$ cat src/rtl/pipelined_shifter_if.sv
// Handshake bundle for pipelined_shifter.
//   master side (producer/consumer around the shifter): drives in_valid, in_op,
//     in_shamt, in_data, in_tag, out_ready; observes in_ready and the out_* result.
//   slave side (the shifter): the mirror image.
// SHAMT_WIDTH is derived from DATA_WIDTH and is not meant to be overridden.
interface pipelined_shifter_if #(
   parameter int DATA_WIDTH = 32,
   parameter int TAG_WIDTH  = 5
);
   localparam int SHAMT_WIDTH = $clog2(DATA_WIDTH);

   logic                   in_valid;
   logic                   in_ready;
   logic [2:0]             in_op;
   logic [SHAMT_WIDTH-1:0] in_shamt;
   logic [DATA_WIDTH-1:0]  in_data;
   logic [TAG_WIDTH-1:0]   in_tag;
   logic                   out_valid;
   logic                   out_ready;
   logic [DATA_WIDTH-1:0]  out_data;
   logic [TAG_WIDTH-1:0]   out_tag;
   logic                   out_err;

   modport master (
      output in_valid, in_op, in_shamt, in_data, in_tag, out_ready,
      input  in_ready, out_valid, out_data, out_tag, out_err
   );

   modport slave (
      input  in_valid, in_op, in_shamt, in_data, in_tag, out_ready,
      output in_ready, out_valid, out_data, out_tag, out_err
   );
endinterface

$ cat src/rtl/pipelined_shifter.sv
// Pipelined SLL/SRL/SRA/ROL/ROR shifter with valid/ready on both sides.
// The shift amount is split across STAGES register stages; shamt bit j is
// applied in stage (j*STAGES)/SHAMT_WIDTH, stage 0 being combinational from
// the inputs. An opaque tag travels with each operation.
// Ports:
//   clk   - clock, rising edge
//   rst   - asynchronous, active-high reset
//   flush - synchronous; drops every in-flight operation
//   bus   - pipelined_shifter_if.slave: in_* request side, out_* result side
// Op codes: 000 SLL, 010 SRL, 011 SRA, 100 ROL, 110 ROR; anything else passes
// the operand through unshifted with out_err set.
module pipelined_shifter #(
   parameter int DATA_WIDTH = 32,
   parameter int STAGES     = 2,
   parameter int TAG_WIDTH  = 5
) (
   input  logic             clk,
   input  logic             rst,
   input  logic             flush,
   pipelined_shifter_if.slave bus
);
   localparam int SHAMT_WIDTH = $clog2(DATA_WIDTH);

   localparam logic [2:0] OP_SLL = 3'b000;
   localparam logic [2:0] OP_SRL = 3'b010;
   localparam logic [2:0] OP_SRA = 3'b011;
   localparam logic [2:0] OP_ROL = 3'b100;
   localparam logic [2:0] OP_ROR = 3'b110;

   typedef struct packed {
      logic [DATA_WIDTH-1:0]  data;
      logic [2:0]             op;
      logic [SHAMT_WIDTH-1:0] shamt;
      logic [TAG_WIDTH-1:0]   tag;
      logic                   err;
      logic                   fill;
   } stage_t;

   logic [STAGES-1:0] valid_q;
   stage_t            stage_q [STAGES];
   stage_t            stage_d [STAGES];
   logic [STAGES-1:0] adv;
   stage_t            entry;
   logic              illegal;

   function automatic logic owns_bit(int j, int k);
      return ((j * STAGES) / SHAMT_WIDTH) == k;
   endfunction

   // Apply the shamt bits owned by stage k. Each owned set bit j contributes a
   // shift of 2^j; rotates compose the same way since they add modulo width.
   function automatic stage_t apply_stage(stage_t s, int k);
      stage_t                r;
      logic [DATA_WIDTH-1:0] d;
      int                    amt;
      r = s;
      d = s.data;
      for (int j = 0; j < SHAMT_WIDTH; j++) begin
         amt = 1 << j;
         if (owns_bit(j, k) && s.shamt[j]) begin
            case (s.op)
               OP_SLL:  d = d << amt;
               OP_SRL:  d = d >> amt;
               OP_SRA:  d = (d >> amt) | (s.fill ? ~({DATA_WIDTH{1'b1}} >> amt) : '0);
               OP_ROL:  d = (d << amt) | (d >> (DATA_WIDTH - amt));
               OP_ROR:  d = (d >> amt) | (d << (DATA_WIDTH - amt));
               default: d = d;
            endcase
         end
      end
      r.data = d;
      return r;
   endfunction

   always_comb begin
      case (bus.in_op)
         OP_SLL, OP_SRL, OP_SRA, OP_ROL, OP_ROR: illegal = 1'b0;
         default:                                illegal = 1'b1;
      endcase
   end

   // Illegal ops get a zero shift amount so they pass through untouched.
   // The SRA fill bit is captured here so later stages never need the
   // original operand.
   always_comb begin
      entry       = '0;
      entry.data  = bus.in_data;
      entry.op    = bus.in_op;
      entry.shamt = illegal ? '0 : bus.in_shamt;
      entry.tag   = bus.in_tag;
      entry.err   = illegal;
      entry.fill  = bus.in_data[DATA_WIDTH-1];
   end

   always_comb begin
      stage_d[0] = apply_stage(entry, 0);
      for (int k = 1; k < STAGES; k++) begin
         stage_d[k] = apply_stage(stage_q[k-1], k);
      end
   end

   // Stage k may load when any stage from k downward is empty or the result
   // is being taken. Written as a flat OR so there is no bit-to-bit loop.
   always_comb begin
      adv = '0;
      for (int k = 0; k < STAGES; k++) begin
         logic a;
         a = bus.out_ready;
         for (int j = k; j < STAGES; j++) begin
            a = a | !valid_q[j];
         end
         adv[k] = a;
      end
   end

   assign bus.in_ready = adv[0] && !flush && !rst;

   always_ff @(posedge clk or posedge rst) begin
      if (rst) begin
         valid_q <= '0;
         for (int k = 0; k < STAGES; k++) begin
            stage_q[k] <= '0;
         end
      end else if (flush) begin
         valid_q <= '0;
      end else begin
         if (adv[0]) begin
            valid_q[0] <= bus.in_valid;
            if (bus.in_valid) begin
               stage_q[0] <= stage_d[0];
            end
         end
         for (int k = 1; k < STAGES; k++) begin
            if (adv[k]) begin
               valid_q[k] <= valid_q[k-1];
               if (valid_q[k-1]) begin
                  stage_q[k] <= stage_d[k];
               end
            end
         end
      end
   end

   assign bus.out_valid = valid_q[STAGES-1];
   assign bus.out_data  = stage_q[STAGES-1].data;
   assign bus.out_tag   = stage_q[STAGES-1].tag;
   assign bus.out_err   = stage_q[STAGES-1].err;
endmodule

$ cat src/flat_wrapper.sv
// flat-port wrapper written by rule: the top's interface ports become plain ports
module pipelined_shifter_flat 
#(
   parameter int DATA_WIDTH = 32,
   parameter int STAGES     = 2,
   parameter int TAG_WIDTH  = 5
)
  (clk, rst, flush, bus_in_valid, bus_in_op, bus_in_shamt, bus_in_data, bus_in_tag, bus_out_ready, bus_in_ready, bus_out_valid, bus_out_data, bus_out_tag, bus_out_err);
  pipelined_shifter_if #(.DATA_WIDTH(DATA_WIDTH), .TAG_WIDTH(TAG_WIDTH)) bus_i ();
  input  logic clk;
  input  logic rst;
  input  logic flush;
  input wire logic [$bits(bus_i.in_valid)-1:0] bus_in_valid;
  input wire logic [$bits(bus_i.in_op)-1:0] bus_in_op;
  input wire logic [$bits(bus_i.in_shamt)-1:0] bus_in_shamt;
  input wire logic [$bits(bus_i.in_data)-1:0] bus_in_data;
  input wire logic [$bits(bus_i.in_tag)-1:0] bus_in_tag;
  input wire logic [$bits(bus_i.out_ready)-1:0] bus_out_ready;
  output wire logic [$bits(bus_i.in_ready)-1:0] bus_in_ready;
  output wire logic [$bits(bus_i.out_valid)-1:0] bus_out_valid;
  output wire logic [$bits(bus_i.out_data)-1:0] bus_out_data;
  output wire logic [$bits(bus_i.out_tag)-1:0] bus_out_tag;
  output wire logic [$bits(bus_i.out_err)-1:0] bus_out_err;
  assign bus_i.in_valid = bus_in_valid;
  assign bus_i.in_op = bus_in_op;
  assign bus_i.in_shamt = bus_in_shamt;
  assign bus_i.in_data = bus_in_data;
  assign bus_i.in_tag = bus_in_tag;
  assign bus_i.out_ready = bus_out_ready;
  assign bus_in_ready = bus_i.in_ready;
  assign bus_out_valid = bus_i.out_valid;
  assign bus_out_data = bus_i.out_data;
  assign bus_out_tag = bus_i.out_tag;
  assign bus_out_err = bus_i.out_err;
  pipelined_shifter #(.DATA_WIDTH(DATA_WIDTH), .STAGES(STAGES), .TAG_WIDTH(TAG_WIDTH)) u_core (.clk(clk), .rst(rst), .flush(flush), .bus(bus_i));
endmodule
$ cat config.mk
export PLATFORM = sky130hd
export DESIGN_NAME = pipelined_shifter_flat
export DESIGN_NICKNAME = d
export VERILOG_FILES = /design/src/rtl/pipelined_shifter_if.sv /design/src/rtl/pipelined_shifter.sv /design/src/flat_wrapper.sv
export SDC_FILE = /design/constraint.sdc
export NUM_CORES = 1
export LEC_CHECK = 0
export CAP_MARGIN = 25
export CORE_MARGIN = 3
export CORE_UTILIZATION = 54
export CTS_BUF_LIST = sky130_fd_sc_hd__clkbuf_16
export DETAILED_ROUTE_END_ITERATION = 7
export MAX_ROUTING_LAYER = met4
export PLACE_DENSITY = 0.78
export SLEW_MARGIN = 30
export SYNTH_ARGS = -nofsm -noshare
export SYNTH_HDL_FRONTEND = slang
export SYNTH_SLANG_ARGS = --single-unit
$ cat constraint.sdc
create_clock -name clk -period 8.31 [get_ports clk]
set_clock_uncertainty 0.2 [all_clocks]
set_input_delay 1.662 -clock clk [delete_from_list [all_inputs] [get_ports clk]]
set_output_delay 1.662 -clock clk [all_outputs]
set_load 0.02 [all_outputs]
==> impl_results.md <==
- Status: finished, final reports clean
- Routed wire length: about 28 mm
- Pin count of the biggest net entering global routing: 100
- Worst skew pair latency: 0.36 ns
- WP data required: between 6 and 7 ns
- Nets: 994
- Number of max-slew violations in the final report: 0
- Data arrival, critical path: 3.19 ns
- DRT antenna net count: 0
- Synthesized area: 0.00749 mm^2
- H-tree levels: 3
- Sequential share of the synthesized area: approximately 28%
- Most frequent cells in the layout: 101 x nand2_1, 91 x a21oi_1, 88 x clkdlybuf4s50_1, 84 x dfrtp_1, 74 x o21ai_0
- Max Clock Freq: roughly 0.20 GHz
- Fin. Hold Viols: 0
- Drt via density: 7.53
- Remaining Overflow, GRT: 0
- Ys async rst share: between 90% and 100%
- Synth unique cells: 74
- Root Driver: clkbuf_16
- Hold slack: roughly 0.27 ns
- Routed len/inst: between 20 and 25 um
- Final Util: between 60% and 70%
- N_diodes: 0
- Initial antenna violation count: 0
- Final period util: approximately three fifths
- Full die area: 0.0153 mm^2
- Post-CTS sizing: 0
- Vias in the first global route: about 7600
- Placer Congestion: a little over 1
- EDFF count, synth: 0
- Die Wd: roughly 120 um
- Switching share of power: 40.4%
- Prevailing post-synth register cell: dfrtp_1
- Register clock-pin slew on the reported worst setup and hold paths: 0.07 ns
- Clock sinks: 84
- Power Dens Cells: 200 mW/mm^2
- Net Switching: 669 uW
- Commonest non-fill, non-tap cell in the layout: nand2_1
- Placed cells: around 1100
- Final Setup Violations: 0
- Int Power: a little under 1 mW
- CP Class: in2out
- Setup TNS: 0 ns
- Syn Inst Count: between 900 and 1000
- Worst VDD drop: about 97 uV
- # hold bufs at CTS: 0
- All-Layer GR Usage: a little under two fifths
- Setup Buffers After CTS: 0
- Initial detailed-routing violation count: 1340
- Share of cells above drive strength 1: 6.85%
- Residual DRC count: 0
- Clock Path Buffers: 2
- Gate power share: about two fifths
- Finished Layout Cells: ~1100
- Core Box Area: between 0.01 and 0.015 mm^2
- Worst setup SP type: input pin
- RSZ-0062 raised after global routing: false
- Area Growth Syn to Fin: 10.8%
- Num rows: 42
- Ports: 90
- Max Cap Viol: 0
- Register bit total from synthesis: 84
- Worst Tran Pin Value: around 1 ns
- CTS tree: built
- Max-slew headroom: around a third
- Reg power frac: between 30% and 40%
- Clock power frac: 24.7%
- Dpl hpwl: approximately 19 mm
- Die Height: approximately 120 um
- Crit path max fanout: 4
- Leakage: around 3.1 nW
- Routed via count: 8467
- Fin crit period: approximately 5.1 ns
- Syn nets: 1015
- Hold Path Class: reg2reg
- Initial core utilization: between 50% and 60%
- Setup crit end kind: primary output
- Post-synthesis area per instance: between 7 and 8 um^2
- First-pass GRT wire length: approximately 43 mm
- TritonCTS buffer count: 9
- Ys Warns: 0
- Tot Pwr: between 1.5 and 2 mW
- Port buffer count: between 80 and 90
- Pre-antenna DRT Iters: 6
==> per-stage QoR <==
step / cell area, um^2 / setup WS [ns]
after floorplan: 7490 / 4.12
after global placement: 7960 / 3.09
after detailed placement: 7970 / 3.08
after CTS: 8270 / 3.25
after global routing: 8290 / 3.09
final: 8290 / 3.25
==> routing by layer <==
metal,vias to the layer above,track usage (%),routed length [um]
met5,-,-,0
met4,0,21.9,1920
met3,181,8.31,3690
met2,747,51.4,11600
met1,3908,50.9,10700
li1,3631,-,-
==> kinds of logic after synthesis <==
family / synth area share (%)
flip-flops: 28.1
AO/OA/AOI/OAI: 41.7
buffers and inverters: 10.5
multiplexers: 2.92
AND/OR/NAND/NOR: 16.8
==> flip-flops by register name, indices dropped and copies added (netlist names) <==
register             flops
u_core.stage_q          32
u_core.bus.out_tag       5
u_core.valid_q           2
u_core.bus.out_err       1
u_core.bus.out_data     32
u_core.stage_d          12
==> cell type report <==
cell class	instances	area (um^2)
Clock inverter	7	76.3
Tap cell	176	220
Inverter	13	50.0
Sequential cell	84	2100
Multi-Input combinational cell	732	4610
Clock buffer	9	225
Fill cell	1283	5110
Timing Repair Buffer	104	1010
==> Yosys cell counts (5+ instances only) <==
library cell | count | area (um^2)
nor3_1 | 12 | 60.1
o211ai_1 | 11 | 82.6
buf_1 | 7 | 26.3
a21o_1 | 5 | 37.5
buf_4 | 40 | 300
and2_1 | 8 | 50.1
clkbuf_1 | 53 | 199
mux2i_1 | 14 | 140
o21a_1 | 20 | 150
a221oi_1 | 14 | 123
nand2b_1 | 22 | 138
buf_2 | 31 | 155
mux2_2 | 5 | 56.3
o32ai_1 | 5 | 43.8
a32oi_1 | 6 | 52.6
o22ai_1 | 35 | 219
o21ai_1 | 5 | 25.0
a211oi_1 | 12 | 90.1
nand4_1 | 6 | 37.5
a221o_1 | 27 | 270
nor2b_1 | 11 | 68.8
dfrtp_1 | 84 | 2100
buf_6 | 5 | 56.3
a31oi_1 | 16 | 100
nand2_1 | 101 | 379
inv_1 | 12 | 45.0
a32o_1 | 8 | 80.1
a22oi_1 | 6 | 45.0
nor3b_1 | 6 | 45.0
nor2_1 | 61 | 229
o31ai_1 | 8 | 60.1
nand3_1 | 24 | 120
a22o_1 | 20 | 175
a21oi_1 | 91 | 455
o221ai_1 | 24 | 210
o32a_1 | 5 | 50.1
o21ai_0 | 74 | 370
==> worst paths after layout <==
kind,slack [ns],startpoint,endpoint,cells past startpoint
worst min-delay path,0.27,u_core.stage_d[2],u_core.bus.out_tag[0],2
worst max register to register,5.56,u_core.stage_d[13],u_core.bus.out_data[5],6
worst max-delay path,3.25,bus_out_ready,bus_in_ready,5
worst min register to register,0.27,u_core.stage_d[2],u_core.bus.out_tag[0],2
min in group asynchronous,1.37,rst,u_core.stage_q[72],2
max in group asynchronous,5.65,rst,u_core.stage_d[0],3
==> power groups by stage <==
stage / Combinational [mW] / Clock (mW) / Sequential (mW)
2_1_floorplan: 0.488 / 0 / 0.555
3_3_place_gp: 0.628 / 0 / 0.590
3_5_place_dp: 0.636 / 0 / 0.595
4_1_cts: 0.638 / 0.411 / 0.587
5_1_grt: 0.703 / 0.430 / 0.602
6_report: 0.657 / 0.409 / 0.589
==> worst max-delay path, cell delays in order <==
cell,delay [ns]
clkdlybuf4s50_1,0.48
nor2b_1,0.09
and2_1,0.18
nor3_1,0.15
clkdlybuf4s50_1,0.64
Power figures use the tool's default switching activity.
